`config.mk`:
```
export PLATFORM = sky130hd
export DESIGN_NAME = alu_seq
export DESIGN_NICKNAME = d
export VERILOG_FILES = /design/src/rtl/alu_seq.sv
export SDC_FILE = /design/constraint.sdc
export NUM_CORES = 1
export LEC_CHECK = 0
export BUFFER_PORTS_ARGS = -buffer_cell sky130_fd_sc_hd__buf_2
export CAP_MARGIN = 10
export CELL_PAD_IN_SITES_DETAIL_PLACEMENT = 1
export CELL_PAD_IN_SITES_GLOBAL_PLACEMENT = 1
export CORE_ASPECT_RATIO = 1.75
export CORE_MARGIN = 2
export CORE_UTILIZATION = 46
export DETAILED_ROUTE_END_ITERATION = 6
export PLACE_DENSITY_LB_ADDON = 0.1
export SETUP_SLACK_MARGIN = 0.2
export SYNTH_ARGS = -nofsm -noshare
export SYNTH_HDL_FRONTEND = slang
export SYNTH_SLANG_ARGS = --single-unit
```
`constraint.sdc`:
```
create_clock -name clk -period 2.7 [get_ports clk]
set_input_delay 0.405 -clock clk [delete_from_list [all_inputs] [get_ports clk]]
set_output_delay 0.405 -clock clk [all_outputs]
set_load 0.005 [all_outputs]
```
`src/rtl/alu_seq.sv`:
```
// alu_seq: registered ALU with valid/ready on both sides and {N,Z,C,V} flags.
// Define ALU_SEQ_MUL_EN to build the iterative shift-add multiplier (func 00011).
module alu_seq #(
    parameter int WIDTH = 32
) (
    input  logic             clk,
    input  logic             reset_n,
    input  logic [4:0]       func,
    input  logic [WIDTH-1:0] dataIn1,
    input  logic [WIDTH-1:0] dataIn2,
    input  logic             inValid,
    output logic             inReady,
    output logic [WIDTH-1:0] dataOut,
    output logic [3:0]       flags,
    output logic             illegal,
    output logic             outValid,
    input  logic             outReady,
    output logic             busy
);
    localparam int SHW  = $clog2(WIDTH);
    localparam int HALF = WIDTH / 2;

    logic [WIDTH:0]   sum_ext;
    logic [WIDTH:0]   diff_ext;
    logic [SHW-1:0]   shamt;
    logic             add_v;
    logic             sub_v;
    logic             lt;
    logic [WIDTH-1:0] res_data;
    logic [3:0]       res_flags;
    logic             res_illegal;
    logic             res_c;
    logic             res_v;

    assign sum_ext  = {1'b0, dataIn1} + {1'b0, dataIn2};
    assign diff_ext = {1'b0, dataIn1} + {1'b0, ~dataIn2} + {{WIDTH{1'b0}}, 1'b1};
    assign shamt    = dataIn2[SHW-1:0];
    assign add_v    = (dataIn1[WIDTH-1] == dataIn2[WIDTH-1]) && (sum_ext[WIDTH-1] != dataIn1[WIDTH-1]);
    assign sub_v    = (dataIn1[WIDTH-1] != dataIn2[WIDTH-1]) && (diff_ext[WIDTH-1] != dataIn1[WIDTH-1]);
    // Signed A < B is the sign of the exact difference, i.e. N xor V.
    assign lt       = diff_ext[WIDTH-1] ^ sub_v;

    always_comb begin
        res_data    = '0;
        res_illegal = 1'b0;
        res_c       = 1'b0;
        res_v       = 1'b0;
        case (func)
            5'b00000: begin
                res_data = sum_ext[WIDTH-1:0];
                res_c    = sum_ext[WIDTH];
                res_v    = add_v;
            end
            5'b00001: begin
                res_data = diff_ext[WIDTH-1:0];
                res_c    = diff_ext[WIDTH];
                res_v    = sub_v;
            end
            5'b00010: begin
                res_data = {{(WIDTH-1){1'b0}}, lt};
                res_c    = diff_ext[WIDTH];
                res_v    = sub_v;
            end
            5'b00100: res_data = dataIn1 & dataIn2;
            5'b00101: res_data = dataIn1 | dataIn2;
            5'b00110: res_data = dataIn1 ^ dataIn2;
            5'b01100: res_data = ~(dataIn1 & dataIn2);
            5'b01101: res_data = ~(dataIn1 | dataIn2);
            5'b01110: res_data = ~(dataIn1 ^ dataIn2);
            5'b01000: res_data = dataIn1 << shamt;
            5'b01001: res_data = dataIn1 >> shamt;
            5'b01010: res_data = WIDTH'($signed(dataIn1) >>> shamt);
            5'b01011: res_data = {dataIn2[WIDTH-1:HALF], {HALF{1'b0}}};
            default:  res_illegal = 1'b1;
        endcase
        res_flags = {res_data[WIDTH-1], res_data == '0, res_c, res_v};
        if (func == 5'b00010) begin
            res_flags[3:2] = {diff_ext[WIDTH-1], diff_ext[WIDTH-1:0] == '0};
        end
        if (res_illegal) begin
            res_flags = '0;
        end
    end

    logic             out_valid_q, out_valid_d;
    logic [WIDTH-1:0] data_q, data_d;
    logic [3:0]       flags_q, flags_d;
    logic             illegal_q, illegal_d;
    logic             accept;
    logic             load_alu;

`ifdef ALU_SEQ_MUL_EN
    typedef enum logic {IDLE, MUL} state_t;
    state_t             state_q, state_d;
    logic [2*WIDTH-1:0] mcand_q, mcand_d;
    logic [2*WIDTH-1:0] acc_q, acc_d;
    logic [2*WIDTH-1:0] acc_step;
    logic [WIDTH-1:0]   mplier_q, mplier_d;
    logic [SHW-1:0]     count_q, count_d;

    assign inReady  = (state_q == IDLE) && (!out_valid_q || outReady);
    assign busy     = (state_q == MUL);
    assign accept   = inValid && inReady;
    assign load_alu = accept && (func != 5'b00011);
    assign acc_step = acc_q + (mplier_q[0] ? mcand_q : '0);
`else
    assign inReady  = !out_valid_q || outReady;
    assign busy     = 1'b0;
    assign accept   = inValid && inReady;
    assign load_alu = accept;
`endif

    always_comb begin
        out_valid_d = out_valid_q && !outReady;
        data_d      = data_q;
        flags_d     = flags_q;
        illegal_d   = illegal_q;
        if (load_alu) begin
            out_valid_d = 1'b1;
            data_d      = res_data;
            flags_d     = res_flags;
            illegal_d   = res_illegal;
        end
`ifdef ALU_SEQ_MUL_EN
        state_d  = state_q;
        mcand_d  = mcand_q;
        acc_d    = acc_q;
        mplier_d = mplier_q;
        count_d  = count_q;
        case (state_q)
            IDLE: begin
                if (accept && (func == 5'b00011)) begin
                    mcand_d  = {{WIDTH{1'b0}}, dataIn1};
                    mplier_d = dataIn2;
                    acc_d    = '0;
                    count_d  = '0;
                    state_d  = MUL;
                end
            end
            MUL: begin
                acc_d    = acc_step;
                mcand_d  = mcand_q << 1;
                mplier_d = mplier_q >> 1;
                count_d  = count_q + 1'b1;
                // The output slot is known free here: MUL was entered only with it free or draining.
                if (count_q == SHW'(WIDTH - 1)) begin
                    out_valid_d = 1'b1;
                    data_d      = acc_step[WIDTH-1:0];
                    flags_d     = {acc_step[WIDTH-1], acc_step[WIDTH-1:0] == '0,
                                   |acc_step[2*WIDTH-1:WIDTH], |acc_step[2*WIDTH-1:WIDTH]};
                    illegal_d   = 1'b0;
                    state_d     = IDLE;
                end
            end
            default: state_d = IDLE;
        endcase
`endif
    end

    always_ff @(posedge clk or negedge reset_n) begin
        if (!reset_n) begin
            out_valid_q <= 1'b0;
            data_q      <= '0;
            flags_q     <= '0;
            illegal_q   <= 1'b0;
`ifdef ALU_SEQ_MUL_EN
            state_q     <= IDLE;
            mcand_q     <= '0;
            acc_q       <= '0;
            mplier_q    <= '0;
            count_q     <= '0;
`endif
        end else begin
            out_valid_q <= out_valid_d;
            data_q      <= data_d;
            flags_q     <= flags_d;
            illegal_q   <= illegal_d;
`ifdef ALU_SEQ_MUL_EN
            state_q     <= state_d;
            mcand_q     <= mcand_d;
            acc_q       <= acc_d;
            mplier_q    <= mplier_d;
            count_q     <= count_d;
`endif
        end
    end

    assign outValid = out_valid_q;
    assign dataOut  = data_q;
    assign flags    = flags_q;
    assign illegal  = illegal_q;

endmodule

```
==> results of run 1 <==
-- metrics by stage --
stage               worst slack [ps]  area [sq um]
detailed placement             -2890         18600
global placement               -2300         18600
floorplan                      -2450         13400
-- cells in the mapped netlist, types with 20 or more instances --
cell type,number
mux4_2,41
inv_1,95
buf_2,45
dfrtp_1,38
mux2_2,34
a211oi_1,22
o22ai_1,20
mux2i_1,71
nand2_1,170
clkbuf_1,83
a21oi_1,140
nand3_1,40
o21ai_0,107
o211ai_1,35
nor4_1,21
xnor2_1,59
a31oi_1,20
nor3_1,57
ha_1,103
xor2_1,27
nor2_1,159
-- cell families after synthesis --
logic type,after synthesis,share of synthesized area
AO/OA/AOI/OAI,584,0.308
XOR/XNOR,86,0.0576
adder cells (fa/ha/maj),106,0.103
buffers and inverters,256,0.0871
flip-flops,38,0.0727
multiplexers,151,0.162
other,1,0.000287
AND/OR/NAND/NOR,577,0.209
==> qor.txt, run 1 <==
Syn Area/Cell - 7.27 sq um
Num ports - 113
Yosys cell types - 103
CTS Buf Count - 5
Post-cts hold buffer count - 0
Num rows - 81
Inst Count DP - 2793
Tool error - [ERROR DPL-0033] detailed placement checks failed during check placement.
Netlist Area Pre-Place - 0.0131 sq mm
Port Buffer Count - 111
Stopped at - clock tree synthesis (4_1_cts)
Status - aborted with a tool error
Post-Syn Nets - 1978
PostCTS Resize Cnt - 376
Sequential-to-total area share from yosys stat - 0.0727
Post-synth EDFFs - 0
Fraction of registers with async set/reset - 1.00
Yosys top cell area share - 0.0986
GP Congestion - 1.32
Syn Inst Count - 1799
Clk buf depth - 2
Flops & latches, synth - 38
HPWL Detailed - 76.7 mm
H-tree levels - 2
Yosys top cell by area - ha_1
Root Buffer - clkbuf_16
Setup bufs post-CTS - 70
Area contributors post-synth - ha_1 (9.9%), dfrtp_1 (7.3%), mux4_2 (7.1%)
Leading register cell type out of synthesis - dfrtp_1
Starting Density - 0.467
Die height - 227 microns
Clock sink total - 38
Die X - 131 microns
Yosys warning count - 0
==> run 2: changes to the inputs <==
==> config.mk (replaced) <==
export PLATFORM = sky130hd
export DESIGN_NAME = alu_seq
export DESIGN_NICKNAME = d
export VERILOG_FILES = /design/src/rtl/alu_seq.sv
export SDC_FILE = /design/constraint.sdc
export NUM_CORES = 1
export LEC_CHECK = 0
export BUFFER_PORTS_ARGS = -buffer_cell sky130_fd_sc_hd__buf_2
export CAP_MARGIN = 10
export CORE_MARGIN = 2
export CORE_UTILIZATION = 35
export DETAILED_ROUTE_END_ITERATION = 6
export PLACE_DENSITY_LB_ADDON = 0.15
export SYNTH_ARGS = -nofsm -noshare
export SYNTH_HDL_FRONTEND = slang
export SYNTH_SLANG_ARGS = --single-unit
==> run 2 against run 1 <==
- synthesized area did not move
- the flow now finishes, with violations (negative setup slack)
- synthesized cell count did not move
==> qor.txt, run 2 <==
Status - finished with violations (was aborted with a tool error)
Violated checks - negative setup slack
Most frequent cells in the layout - buf_4 (702), nand2_1 (164), nor2_1 (154)
Clock sink total - 38 (unchanged)
Slew headroom - 0.402
Initial DRC Count - 2132
Critical Path RT - 2920 ps
Routed len/inst - 26.7 microns
Flops & latches, synth - 38 (unchanged)
Routed WL - 80.6 mm
Setup Skew - 7.47 ps
Initial antenna violation count - 2
Tightest Pin Transition - 874 ps
Die ar. - 0.0389 sq mm
Port Buffer Count - 111 (unchanged)
Sequential-to-total area share from yosys stat - 0.0727 (unchanged)
Peak VDD IR - 214 uV
Max-cap violations - 0
Dpl cell area - 0.0191 sq mm (was 0.0186 sq mm)
Crit. End Element - register
Starting Density - 0.356 (was 0.467)
Root Buffer - clkbuf_16 (unchanged)
Syn Inst Count - 1799 (unchanged)
Yosys warning count - 0 (unchanged)
Slew Limit Fails - 0
Fraction of registers with async set/reset - 1.00 (unchanged)
Post-synth EDFFs - 0 (unchanged)
Vias - 18200
Worst-path clk slew - 50 ps
Pwr/cell area - 282 mW/mm^2
Worst hold-check path type - in -> async
Core area - 0.0367 sq mm
Die height - 197 microns (was 227 microns)
Drt pass-1 iters - 5
Hold Fails Final Rpt - 0
Worst Setup Slack, final - -1980 ps
LEAKAGE - 9.90 nW
Num ports - 113 (unchanged)
Count leader, synth - nand2_1 (unchanged)
Final net count - 2730
Area contributors post-synth - ha_1 (9.9%), dfrtp_1 (7.3%), mux4_2 (7.1%) (unchanged)
GRT Overall Usage - 0.400
Post-Layout Inst Area - 0.0216 sq mm
Post-Syn Nets - 1978 (unchanged)
Top cells by count, synth - nand2_1 (170), nor2_1 (159), a21oi_1 (140), o21ai_0 (107), ha_1 (103) (unchanged)
Share of cells above drive strength 1 - 0.472
Tcrit/Tclk final - 1.73
Vias in the first global route - 17400
Netlist Area Pre-Place - 0.0131 sq mm (unchanged)
Crit path launch type - input pin
Post-cts hold buffer count - 0 (unchanged)
RSZ-0062 raised after global routing - yes
Kind of critical path - in -> reg
GP Congestion - 1.04 (was 1.32)
Commonest non-fill, non-tap cell in the layout - buf_4
CTS tree - yes
CTS Buf Count - 5 (unchanged)
Crit path DAT - 4900 ps
Crit-path max FO - 2
Largest net degree at the start of global routing - 46
H-tree levels - 2 (unchanged)
Max reg flops - 32
Final std cells w/o fill - 3020
Final setup violation count - 31
Syn Area/Cell - 7.27 sq um (unchanged)
P&R area growth vs syn - 65.4%
Vias per cell - 6.04
First-pass GRT wire length - 115 mm
HPWL Detailed - 63.6 mm (was 76.7 mm)
Die X - 197 microns (was 131 microns)
Peak Freq - 214 MHz
Num rows - 70 (was 81)
Antenna Violating Nets Remaining - 0
Inst Count DP - 2928 (was 2793)
Crit path time final - 4680 ps
Grt ovf - 0
DRC errors left - 0
Skew-Pair Late Insertion Delay - 290 ps
Dpl ws - -2460 ps (was -2890 ps)
Yosys top cell area share - 0.0986 (unchanged)
FILL cells - 3468
Yosys top cell by area - ha_1 (unchanged)
Leading register cell type out of synthesis - dfrtp_1 (unchanged)
Clk buf depth - 2 (unchanged)
Yosys cell types - 103 (unchanged)
[run 2: cell counts after synthesis]
No cell type changed its count.
[run 2: path summary, 6_finish.rpt]
| path | start | endpoint | slack (ps) | cells after the start |
|---|---|---|---|---|
| max in group asynchronous | reset_n | dataOut[6]$_DFFE_PN0P_ | 1890 | 1 |
| hold / removal | reset_n | dataOut[31]$_DFFE_PN0P_ | 250 | 1 |
| min in group clk | inValid | outValid$_DFF_PN0_ | 430 | 2 |
| setup / recovery | dataIn1[0] | flags[2]$_DFFE_PN0P_ | -1980 | 24 |
| hold reg to reg | dataOut[3]$_DFFE_PN0P_ | dataOut[3]$_DFFE_PN0P_ | 470 | 2 |
| setup reg to reg | outValid$_DFF_PN0_ | flags[2]$_DFFE_PN0P_ | -70 | 11 |
[run 2: final cells by class]
class	instances	area, sq um	share of cell area
Tap cell	468	586	0.0271
Clock buffer	6	139	0.00643
Sequential cell	38	951	0.0440
Multi-Input combinational cell	1505	12300	0.568
Antenna cell	2	5.00	0.000232
Inverter	102	410	0.0190
Timing Repair Buffer	899	7240	0.335
[run 2: metrics by stage]
| step | hold slack [ps] | utilization | total power [mW] | setup TNS (ps) |
|---|---|---|---|---|
| after detailed placement | 467 | 0.520 | 4.78 | -38810 |
| final | 247 | 0.589 | 6.10 | -18210 |
| after global placement | 460 | 0.520 | 4.77 | -37580 |
| after global routing | 319 | 0.589 | 6.39 | -21170 |
| after CTS | 289 | 0.562 | 5.76 | -18750 |
| after floorplan | 109 | - | 2.66 | -18240 |
[run 2: what timing repair did]
item                                    4_1_cts  5_1_grt
gates resized for setup                     224      123
pin swaps                                    40       48
buffers inserted                             37       49
cloned                                        5        6
endpoints found under the setup margin       36       34
endpoints found under the hold margin         0        0
[run 2: power by group]
part | total (mW) | switching (mW) | internal (mW)
combinational | 4.80 | 2.50 | 2.30
sequential | 0.709 | 0.0463 | 0.663
clock | 0.589 | 0.232 | 0.357
total | 6.10 | 2.78 | 3.32
[run 2: worst max-delay path: stages]
cell      delay, ps
buf_2            90
inv_1            80
ha_4            170
o21ba_4         210
or4_4           460
a21boi_4        230
o21ai_4          90
o211ai_1        160
a21boi_2        110
o211ai_1        230
a21oi_1         110
nor2_1          100
nor2_1           70
fa_2            350
a22o_1          250
a211oi_2        170
o21ai_1          90
a311oi_1        220
nand2_1         170
and4bb_1        290
nand4_1          90
or4_4           500
nor3_2          120
a31o_1          150
[run 2: kinds of logic (layout without fill, tap and decap cells)]
family | after synthesis | count (layout) | synth area share
and+or+nand+nor | 577 | 577 | 0.209
xor gates and xnor gates | 86 | 86 | 0.0576
other | 1 | 3 | 0.000287
adders and majority gates | 106 | 106 | 0.103
AOI/OAI and AO/OA | 584 | 584 | 0.308
DFF | 38 | 38 | 0.0727
muxes | 151 | 151 | 0.162
buffers and inverters | 256 | 1007 | 0.0871
[run 2: metal layers]
metal  up-vias  wire length (microns)  track usage  part of all wire
li1       8238                      -            -                 -
met5         -                     25            0           0.00031
met1      8748                  33800        0.551              0.42
met3       200                   7740       0.0611             0.096
met4         4                   4710        0.177             0.058
met2      1050                  34400        0.616              0.43
Power figures use the tool's default switching activity.
==> run 3: changes to the inputs <==
--- a/config.mk
+++ b/config.mk
@@ -9,6 +9,7 @@
 export CAP_MARGIN = 10
 export CORE_MARGIN = 2
 export CORE_UTILIZATION = 35
+export CTS_BUF_LIST = sky130_fd_sc_hd__clkbuf_8
 export DETAILED_ROUTE_END_ITERATION = 6
 export PLACE_DENSITY_LB_ADDON = 0.15
 export SYNTH_ARGS = -nofsm -noshare
==> constraint.sdc (replaced) <==
create_clock -name clk -period 2.7 [get_ports clk]
set_input_delay 0.135 -clock clk [delete_from_list [all_inputs] [get_ports clk]]
set_output_delay 0.135 -clock clk [all_outputs]
set_load 0.005 [all_outputs]
==> run 3 against run 2 <==
- the flow still finishes with violations (negative setup slack)
- sequential share of layout area increased by 0.16 points
- die area unchanged
- combinational power decreased by 4%
- first-iteration DRC count increased by 0.47%
- utilization decreased by 2.1 points
- non-clock buffer count decreased by 22
- global-route usage decreased by 0.65 points
- register-to-register slack improved by 130 ps
- maximum frequency increased by 7.3%
==> qor.txt, run 3 (same netlist as run 2, synthesis figures left out) <==
Violated checks - negative setup slack (unchanged)
Hold wc startpoint - inValid
Slew headroom - 0.405 (was 0.402)
Switch share - 0.454 (was 0.455)
Crit. End Element - register (unchanged)
Routed WL - 79.5 mm (was 80.6 mm)
Int Pwr - 3.24 mW (was 3.32 mW)
Setup Skew - 4.75 ps (was 7.47 ps)
P&R area growth vs syn - 59.6% (was 65.4%)
Num ports - 113 (unchanged)
Hold Fails Final Rpt - 0 (unchanged)
Root Buffer - clkbuf_8 (was clkbuf_16)
Slew Limit Fails - 0 (unchanged)
Vias - 18300 (was 18200)
H-tree levels - 2 (unchanged)
Max-cap violations - 0 (unchanged)
CTS Buf Count - 5 (unchanged)
Tcrit/Tclk final - 1.61 (was 1.73)
Die ar. - 0.0389 sq mm (unchanged)
Peak VDD IR - 194 uV (was 214 uV)
Pwr/cell area - 284 mW/mm^2 (was 282 mW/mm^2)
GRT Overall Usage - 0.393 (was 0.400)
NetSw - 2.69 mW (was 2.78 mW)
RSZ-0062 raised after global routing - yes (unchanged)
Reg2Reg Capture Point - flags[2]$_DFFE_PN0P_ (unchanged)
Flop-to-flop setup slack - 60 ps (was -70 ps)
Clk buf depth - 2 (unchanged)
Routed len/inst - 26.5 microns (was 26.7 microns)
Setup tns final - -11030 ps (was -18210 ps)
Die height - 197 microns (unchanged)
Post-route core utilization - 0.568 (was 0.589)
Antenna Violating Nets Remaining - 0 (unchanged)
Worst Setup Slack, final - -1660 ps (was -1980 ps)
Die X - 197 microns (unchanged)
GP Congestion - 1.05 (was 1.04)
Drt pass-1 iters - 6 (was 5)
Combinational share of power - 0.776 (was 0.787)
Vias per cell - 6.09 (was 6.04)
Clock power share - 0.104 (was 0.097)
Clock sink total - 38 (unchanged)
Kind of critical path - in -> reg (unchanged)
Final setup violation count - 19 (was 31)
Critical Path RT - 2950 ps (was 2920 ps)
Share of cells above drive strength 1 - 0.444 (was 0.472)
Min-Delay Endpoint - outValid$_DFF_PN0_
Crit-path max FO - 3 (was 2)
Sequential share of power - 0.120 (was 0.116)
Final net count - 2708 (was 2730)
Vias in the first global route - 17200 (was 17400)
Reg2Reg Depth - 11 (unchanged)
Status - finished with violations (unchanged)
Peak Freq - 229 MHz (was 214 MHz)
Max reg flops - 32 (unchanged)
FILL cells - 3518 (was 3468)
Skew-Pair Late Insertion Delay - 310 ps (was 290 ps)
First-pass GRT wire length - 113 mm (was 115 mm)
Hold_ws - 149 ps (was 247 ps)
Tightest Pin Transition - 890 ps (was 874 ps)
CTS tree - yes (unchanged)
LEAKAGE - 9.75 nW (was 9.90 nW)
Most frequent cells in the layout - buf_4 (713), nand2_1 (167), nor2_1 (159) (was buf_4 (702), nand2_1 (164), nor2_1 (154))
HPWL Detailed - 63.2 mm (was 63.6 mm)
Port Buffer Count - 111 (unchanged)
Hold path depth - 2
Worst hold-check path type - in -> reg (was in -> async)
Crit path time final - 4360 ps (was 4680 ps)
ANT cells - 0 (was 2)
Grt ovf - 0 (unchanged)
Commonest non-fill, non-tap cell in the layout - buf_4 (unchanged)
Crit path launch type - input pin (unchanged)
Largest net degree at the start of global routing - 61 (was 46)
Initial antenna violation count - 1 (was 2)
Initial DRC Count - 2142 (was 2132)
Critical R2R Launch - outValid$_DFF_PN0_ (unchanged)
Core area - 0.0367 sq mm (unchanged)
Crit path DAT - 4610 ps (was 4900 ps)
Starting Density - 0.356 (unchanged)
DRC errors left - 0 (unchanged)
Num rows - 70 (unchanged)
Worst-path clk slew - 80 ps (was 50 ps)
run 3: cell types whose count changed in the layout (fill, tap and decap cells not counted), moves of 5 or more:
cell	delta
buf_6	-33
ha_1	+15
ha_4	-15
a21oi_1	+12
inv_1	+12
buf_4	+11
inv_2	-10
a21oi_2	-9
clkbuf_16	-7
clkbuf_8	+5
nor2_1	+5
o21ai_0	+5
run 3: power by group through the flow:
| stage | logic [mW] | registers, mW | clock network, mW |
|---|---|---|---|
| final | 4.60 | 0.709 | 0.615 |
| after global placement | 4.01 | 0.714 | 0 |
| after global routing | 4.84 | 0.718 | 0.654 |
| after CTS | 4.23 | 0.709 | 0.628 |
| after floorplan | 1.92 | 0.726 | 0 |
| after detailed placement | 4.02 | 0.720 | 0 |
run 3: area by class of cell:
| cell class | count | area (sq um) | share of cell area |
|---|---|---|---|
| sequential | 38 | 951 | 0.0456 |
| multi-input combinational | 1505 | 11900 | 0.569 |
| clock inverter | 2 | 60.1 | 0.00288 |
| timing repair buffer | 877 | 6910 | 0.331 |
| inverter | 102 | 405 | 0.0194 |
| clock buffer | 6 | 82.6 | 0.00396 |
| tap | 468 | 586 | 0.0281 |
run 3: routing by layer:
metal / global-route usage / vias up / wire, microns
li1: - / 8179 / -
met4: 0.161 / 2 / 3940
met5: 0 / - / 10
met2: 0.602 / 1031 / 34100
met1: 0.545 / 8874 / 33800
met3: 0.0680 / 178 / 7630
run 3: critical path, stage by stage:
cell and delay (ps):
buf_8 110, inv_8 50, ha_4 190, o21ba_4 190
or4_4 550, a21boi_4 230, o21ai_4 90, o211ai_1 140
a21boi_2 110, o211ai_1 210, a21oi_1 110, nor2_1 110
nor2_1 70, fa_2 340, a22o_1 220, a211oi_2 160
o21ai_1 100, a311oi_1 230, nand2_1 170, and4bb_1 280
nand4_1 80, or4_4 450, nor3_4 130, a31o_1 150
run 3: repair_timing:
| item | CTS | global route |
|---|---|---|
| setup endpoints to repair | 35 | 33 |
| setup buffers | 28 | 47 |
| gates cloned | 5 | 4 |
| hold buffers | 1 | 0 |
| hold endpoints to repair | 38 | 0 |
| resized for setup | 78 | 149 |
| pin swaps | 24 | 39 |
run 3: how the worst max path moves through the flow:
| stage | depth (start not counted) | endpoint | startpoint | slack, ps |
|---|---|---|---|---|
| finish | 24 | flags[2]$_DFFE_PN0P_ | dataIn2[1] | -1660 |
| global route | 24 | flags[2]$_DFFE_PN0P_ | dataIn2[1] | -1810 |
| CTS | 24 | flags[2]$_DFFE_PN0P_ | dataIn2[1] | -1710 |
| detailed placement | 25 | flags[2]$_DFFE_PN0P_ | dataIn1[13] | -2180 |
| global placement | 24 | flags[2]$_DFFE_PN0P_ | dataIn2[1] | -1980 |
| floorplan | 28 | flags[2]$_DFFE_PN0P_ | dataIn2[1] | -2180 |
run 3: metrics by stage:
stage	power (mW)	setup WS [ps]	cell area (sq um)	cells
6_report	5.92	-1660	20900	2998
5_1_grt	6.22	-1810	20900	2998
4_1_cts	5.57	-1710	19800	2962
3_5_place_dp	4.74	-2180	19000	2921
3_3_place_gp	4.72	-1980	19000	2921
2_1_floorplan	2.64	-2180	13300	1799
